--- config.mk ---
export PLATFORM = sky130hd
export DESIGN_NAME = if_fetch
export DESIGN_NICKNAME = d
export VERILOG_FILES = /design/src/rtl/if_fetch_pkg.sv /design/src/rtl/if_pc_reg.sv /design/src/rtl/if_fetch.sv
export SDC_FILE = /design/constraint.sdc
export NUM_CORES = 1
export LEC_CHECK = 0
export ABC_AREA = 1
export ABC_CLOCK_PERIOD_IN_PS = 1700
export BUFFER_PORTS_ARGS = -buffer_cell sky130_fd_sc_hd__buf_2
export CORE_ASPECT_RATIO = 1.1
export CORE_MARGIN = 2
export CORE_UTILIZATION = 30
export CTS_BUF_LIST = sky130_fd_sc_hd__clkbuf_2
export CTS_CLUSTER_DIAMETER = 30
export CTS_CLUSTER_SIZE = 25
export DETAILED_ROUTE_END_ITERATION = 8
export SLEW_MARGIN = 20
export SYNTH_ARGS = -nofsm -noshare
export SYNTH_HDL_FRONTEND = slang
export SYNTH_HIERARCHICAL = 1
export SYNTH_SLANG_ARGS = --single-unit
--- constraint.sdc ---
create_clock -name clk -period 1.7 [get_ports clk]
set_input_delay 0.34 -clock clk [delete_from_list [all_inputs] [get_ports clk]]
set_output_delay 0.34 -clock clk [all_outputs]
set_load 0.01 [all_outputs]
--- src/rtl/if_fetch_pkg.sv ---
// Shared types and constants for the instruction fetch stage.
// Imported by if_fetch and if_pc_reg.
package if_fetch_pkg;

  typedef enum logic [1:0] {
    BOOT  = 2'd0,
    FETCH = 2'd1,
    STALL = 2'd2
  } fetch_state_e;

  localparam logic [31:0] NOP    = 32'h0000_0000;
  localparam logic [31:0] PC_INC = 32'd4;

endpackage

--- src/rtl/if_pc_reg.sv ---
// Program counter register with redirect, increment and hold.
// Low two bits are forced to zero on every load.
module if_pc_reg
  import if_fetch_pkg::*;
#(
  parameter logic [31:0] RESET_PC = 32'h0000_0000
) (
  input  logic        clk,
  input  logic        rst_n,
  input  logic        redir,
  input  logic [29:0] redir_word,
  input  logic        inc,
  output logic [31:0] pc,
  output logic [31:0] pc_plus4
);

  assign pc_plus4 = pc + PC_INC;

  always_ff @(posedge clk or negedge rst_n) begin
    if (!rst_n) begin
      pc <= {RESET_PC[31:2], 2'b00};
    end else if (redir) begin
      pc <= {redir_word, 2'b00};
    end else if (inc) begin
      pc <= pc_plus4;
    end
  end

endmodule

--- src/rtl/if_fetch.sv ---
// Instruction fetch stage: BOOT/FETCH/STALL control plus
// the IF/ID output register.
module if_fetch
  import if_fetch_pkg::*;
#(
  parameter logic [31:0] RESET_PC = 32'h0000_0000
) (
  input  logic        clk,
  input  logic        rst_n,
  input  logic        stall,
  input  logic        redirect_en,
  input  logic [31:0] redirect_pc,
  output logic        imem_req,
  output logic [31:0] imem_addr,
  input  logic        imem_ready,
  input  logic [31:0] imem_rdata,
  output logic [31:0] pcp4,
  output logic [31:0] ins,
  output logic        out_valid,
  output logic        misalign
);

  fetch_state_e state, state_nxt;

  logic [31:0] pc;
  logic [31:0] pc_plus4;
  logic        redir;
  logic        done;
  logic        hold;
  logic        fetch_go;
  logic        stall_go;
  logic        cap;
  logic        clr;

  // Redirects are ignored until the first fetch cycle.
  assign redir    = redirect_en && (state != BOOT);
  assign done     = imem_req && imem_ready;
  assign hold     = stall && out_valid;
  assign fetch_go = !redir && (state == FETCH) && !hold;
  assign stall_go = !redir && (state == STALL) && !stall;

  assign imem_addr = pc;

  if_pc_reg #(
    .RESET_PC(RESET_PC)
  ) u_pc (
    .clk       (clk),
    .rst_n     (rst_n),
    .redir     (redir),
    .redir_word(redirect_pc[31:2]),
    .inc       (cap),
    .pc        (pc),
    .pc_plus4  (pc_plus4)
  );

  always_ff @(posedge clk or negedge rst_n) begin
    if (!rst_n) begin
      state <= BOOT;
    end else begin
      state <= state_nxt;
    end
  end

  always_comb begin
    state_nxt = state;
    unique case (state)
      BOOT:    state_nxt = FETCH;
      FETCH:   state_nxt = (!redir && hold) ? STALL : FETCH;
      STALL:   state_nxt = (!redir && stall) ? STALL : FETCH;
      default: state_nxt = BOOT;
    endcase
  end

  always_comb begin
    imem_req = (state == FETCH);
    cap      = 1'b0;
    clr      = 1'b0;
    unique case (1'b1)
      redir:             clr = 1'b1;
      fetch_go && done:  cap = 1'b1;
      fetch_go && !done: clr = 1'b1;
      stall_go:          clr = 1'b1;
      default: ;
    endcase
  end

  always_ff @(posedge clk or negedge rst_n) begin
    if (!rst_n) begin
      ins       <= NOP;
      pcp4      <= '0;
      out_valid <= 1'b0;
    end else if (cap) begin
      ins       <= imem_rdata;
      pcp4      <= pc_plus4;
      out_valid <= 1'b1;
    end else if (clr) begin
      ins       <= NOP;
      pcp4      <= '0;
      out_valid <= 1'b0;
    end
  end

  always_ff @(posedge clk or negedge rst_n) begin
    if (!rst_n) begin
      misalign <= 1'b0;
    end else if (redir && (redirect_pc[1:0] != 2'b00)) begin
      misalign <= 1'b1;
    end
  end

endmodule

; ---- After elaboration in Yosys (flattened, before gate mapping)
; Cells that the tools add are included.
[op_classes]
n_eq_ne = 2
reduce_logical = 22
n_mux = 12
addsub = 1
[op_table]
columns = operator, count
row1 = 32-bit two-way mux, 5
row2 = "32-bit by 3-bit adder with 32-bit output, second input constant", 1
row3 = 1-bit logical AND, 12
row4 = 2-bit nonzero test, 4
row5 = 2-bit one-hot mux with 3 select lines, 1
row6 = 1-bit zero test, 4
row7 = 1-bit two-way mux, 4
row8 = 2-bit two-way mux, 2
row9 = 3-bit OR reduction, 1
row10 = "2-bit by 1-bit equality test with 1-bit output, second input constant", 1
row11 = "2-bit equality test, second input constant", 1
row12 = 2-bit zero test, 1
[totals]
word_cells = 43
ff_bits = 100

; ---- Logic depth before layout (Yosys ltp)
[logic_depth]
word_depth = 10
depth_mapped = 12
depth_no_buf = 10

; ---- Hierarchy
; The synthesis kept the hierarchy.
[modules_own_cells]
columns = module, instances, cells_per_inst, area_per_inst_um2, seq_area_each_um2
row1 = if_fetch, 1, 315, 3271.9, 1701.6
row2 = if_pc_reg, 1, 312, 2239.6, 750.7

; ---- Least setup slack after synthesis
; OpenSTA, ideal clock, no wires.
[synth_path]
path_kind = register -> register
start = register state[1]
end = register u_pc.pc[19]
stages_incl_launch_ff = 12
path_buffers = 3
setup_slack_ns = -0.059
setup_ns = 0.121
synth_period_minus_slack_ns = 1.759
required_time_ns = 1.579
arrival_time_ns = 1.638
cell_sequence = dfrtp_1 -> nor2_4 -> inv_2 -> nor2_4 -> buf_6 -> nand2_1 -> inv_1 -> nor2_1 -> buf_2 -> buf_1 -> a22oi_1 -> nand2_1
[synth_lines]
columns = element, line
row1 = "start, declared", if_fetch.sv:23  ; fetch_state_e state, state_nxt;
row2 = "start signal, assigned", if_fetch.sv:60  ; state <= state_nxt;
row3 = 2-bit by 1-bit equality test with 1-bit output *, if_fetch.sv:75  ; imem_req = (state == FETCH);
row4 = via imem_req, if_fetch.sv:13  ; output logic imem_req,
row5 = 1-bit logical AND (2 in a row), if_fetch.sv:39  ; assign fetch_go = !redir && (state == FETCH) && !hold;
row6 = 1-bit logical AND *, if_fetch.sv:80  ; fetch_go && done: cap = 1'b1;
row7 = 1-bit two-way mux *, if_fetch.sv:78  ; unique case (1'b1)
row8 = via cap, if_fetch.sv:32  ; logic cap;
row9 = 2-bit nonzero test (no line) *, -
row10 = "end signal, assigned", if_pc_reg.sv:21  ; pc <= {RESET_PC[31:2], 2'b00};
row11 = "end signal, assigned", if_pc_reg.sv:23  ; pc <= {redir_word, 2'b00};
row12 = "end signal, assigned", if_pc_reg.sv:25  ; pc <= pc_plus4;
row13 = "end, declared", if_pc_reg.sv:13  ; output logic [31:0] pc,
; Mark *: on every way through the listed nets, which the timed path passes. The rest lies on a longest branch.
; A chain may end at the register's enable or synchronous reset.

; ---- Final worst setup path
[layout_path]
start = register state[1]
end = register u_pc.pc[22]
[layout_via]
elab_chain_len = 8
[layout_rtl]
columns = element, line
row1 = 2-bit nonzero test, if_fetch.sv:36  ; assign redir = redirect_en && (state != BOOT);
row2 = 1-bit logical AND, if_fetch.sv:36
row3 = 1-bit zero test, if_fetch.sv:39
row4 = 1-bit logical AND (2 in a row), if_fetch.sv:39
row5 = 1-bit logical AND *, if_fetch.sv:80
row6 = 1-bit two-way mux *, if_fetch.sv:78
row7 = via cap, if_fetch.sv:32
row8 = 2-bit nonzero test (no line) *, -
; Marked as above.

==> impl_metrics.tcl <==
set metrics [dict create \
    avgRoutedWirePerCell_um 17.0 \
    cp_top_family "buffers and inverters" \
    cts-root-buf "clkbuf_2" \
    clock_skew_ps 18.7 \
    yosysWarnings 6 \
    synth_seq_cells 98 \
    synth_simple_gate_area_frac 0.386 \
    drv_slew 0 \
    min_path_type "input port to asynchronous set/reset pin" \
    ios 168 \
    syn-cell-area_um2 5510 \
    antenna_found_initial 0 \
    finalSetupViolCount 25 \
    crit_top_cell "nor2_4" \
    synth_top_area_frac 0.445 \
    cpMaxStageDelayCell "dfrtp_1" \
    worstPathCellList "nor2_4 > buf_4 > inv_2 > nor2_4 > nand2_2 > inv_2 > buf_4 > inv_1 > nor2_4 > buf_12 > clkbuf_16 > nand2_1 > nand2_1" \
    crit_arrival_ps 2430 \
    port_buffers 165 \
    drv_cap 0 \
    via_per_inst 4.70 \
    cts_buffers 9 \
    worst_ir_drop_vdd_mv 0.351 \
    power.density_cell_area_nw_per_um2 869 \
    synth.largest_area_cell "dfrtp_1" \
    hold_violations 0 \
    rsz0062_at_grt "yes" \
    multi_input_area_um2 2890 \
    finalNetCount 982 \
    grt_pass1_wl_um 28300 \
    antenna_left 0 \
    path_clk_slew_ps 280 \
    n_antenna_cell 0 \
    cpPeakStageDelay_ps 490 \
    seqCellArea_um2 2480 \
    drive_gt1_frac 0.465 \
    dieHeight_um 146 \
    clock_path_buffers 2 \
    required_ps 2290 \
    synth_fa_ha_area_frac 0.00227 \
    yosysMostFrequentCell "nand2_1" \
    routed_wl_um 19600 \
    syn_inst 627 \
    vias 5433 \
    netlist_top_cells_area "dfrtp_1 (44%), nand2_1 (13%), nand3_2 (9.1%)" \
    async_flop_share 1.00 \
    dp_hpwl_um 11500 \
    start_util 0.308 \
    first_pass_iters 4 \
    cp-start-kind "flop" \
    synthTopCellsByCount "nand2_1 (197), dfrtp_1 (98), nand3_1 (90)" \
    synth_compound_area_frac 0.0479 \
    synth-edff-count 0 \
    grt_overflow 0 \
    p_leak_nw 4.23 \
    fmax_mhz 543 \
    status "complete, but fails checks" \
    cts_tree "yes" \
    path_class "flop to flop" \
    syn_to_final_growth_pct 52.8 \
    yosysSeqAreaShare 0.445 \
    place.gp.congestion 0.884 \
    die_w_um 133 \
    synth_xor_area_frac 0.0320 \
    rr_worst_depth 13 \
    grt_max_degree 65 \
    synth_top_family_by_area "simple AND/OR/NAND/NOR gates" \
    cts_sinks 98 \
    fin_crit_sh 1.08 \
    cts_max_level 3 \
    violations "setup timing" \
    row_count 51 \
    fillers 1735 \
    placeableCoreArea_um2 17900 \
    postSynthAreaPerCell_um2 8.79 \
    grt_usage 0.185 \
    clk_latency_ps 640 \
    yosys.cell_types.count 32 \
    synthFlopType "dfrtp_1" \
    period_needed_ps 1840 \
    dr.first_iter.drc_count 265 \
    cp.depth 13 \
    cp-end-kind "flop" \
    setup_ws_ps -140 \
    grt_pass1_vias 5292 \
    setup_tns_ps -2750 \
    path_max_fanout 12 \
    drc 0 \
    crit_buf_inv 7 \
    power.total_w 0.00732 \
    dieArea_um2 19500 \
    synth.mux.area_fraction 0 \
]
through the flow:
stage,std cells,area [um^2],util,hold WS [ps],setup WS [ps]
6_report,1155,8420,0.471,82.1,-140
3_3_place_gp,1018,6550,0.367,243,-524
3_5_place_dp,1018,6560,0.367,242,-188
5_1_grt,1155,8420,0.471,6.16,-272
2_1_floorplan,630,5530,-,44.4,2.22
4_1_cts,1117,7630,0.427,52.3,-124
cells by family after synthesis:
group	count (synthesis)
buffers and inverters	69
DFF	98
and+or+nand+nor	406
other	1
adders and majority gates	1
AOI/OAI and AO/OA	37
xor gates and xnor gates	15
layer usage:
| metal | track usage | routed length (um) |
|---|---|---|
| met4 | 0.0739 | 461 |
| met2 | 0.304 | 9540 |
| met5 | 0 | 0 |
| met1 | 0.243 | 8610 |
| met3 | 0.0274 | 982 |
registers in the layout (all words and copies together), names as in the netlist:
register and count:
ins 32, state 2, misalign 1, pcp4 32
out_valid 1, u_pc/pc 30
worst paths after layout:
check	from	to	slack (ps)
worst max-delay path	state[1]	u_pc/pc[22]	-140
min in group clk	imem_ready	out_valid	80
max in group asynchronous	rst_n	u_pc/pc[21]	1020
worst min-delay path	rst_n	pcp4[9]	80
worst max register to register	state[1]	u_pc/pc[22]	-140
worst min register to register	pcp4[3]	pcp4[3]	530
placed cells by master (no fill, tap or decap), drive strengths merged, types with 4 or more instances in the layout:
cell type / n
conb: 4
dlygate4sd3: 68
a22oi: 26
nand3: 140
inv: 30
and2: 4
buf: 235
nor2: 49
dfrtp: 98
clkbuf: 16
xor2: 12
nand3b: 7
o21ai: 6
nand2: 205
layout make-up:
class	instances	area share
Clock buffer	9	0.00535
Clock inverter	7	0.0138
Inverter	29	0.0132
Multi-Input combinational cell	464	0.343
Sequential cell	98	0.295
Tap cell	238	0.0354
Timing Repair Buffer	310	0.294
report_power, final:
| part | internal (W) | switching, W | total, W |
|---|---|---|---|
| combinational | 0.00129 | 0.00154 | 0.00283 |
| clock | 0.000632 | 0.000878 | 0.00151 |
| sequential | 0.00267 | 0.000304 | 0.00298 |
what timing repair did:
| action | CTS | global route |
|---|---|---|
| pin swaps | 2 | 40 |
| setup endpoints to repair | 86 | 122 |
| endpoints found under the hold margin | 163 | 0 |
| buffers inserted | 16 | 33 |
| hold buffers | 68 | 0 |
| gates resized for setup | 31 | 99 |
| gates cloned | 2 | 8 |
(Power assumes the default switching activity.)
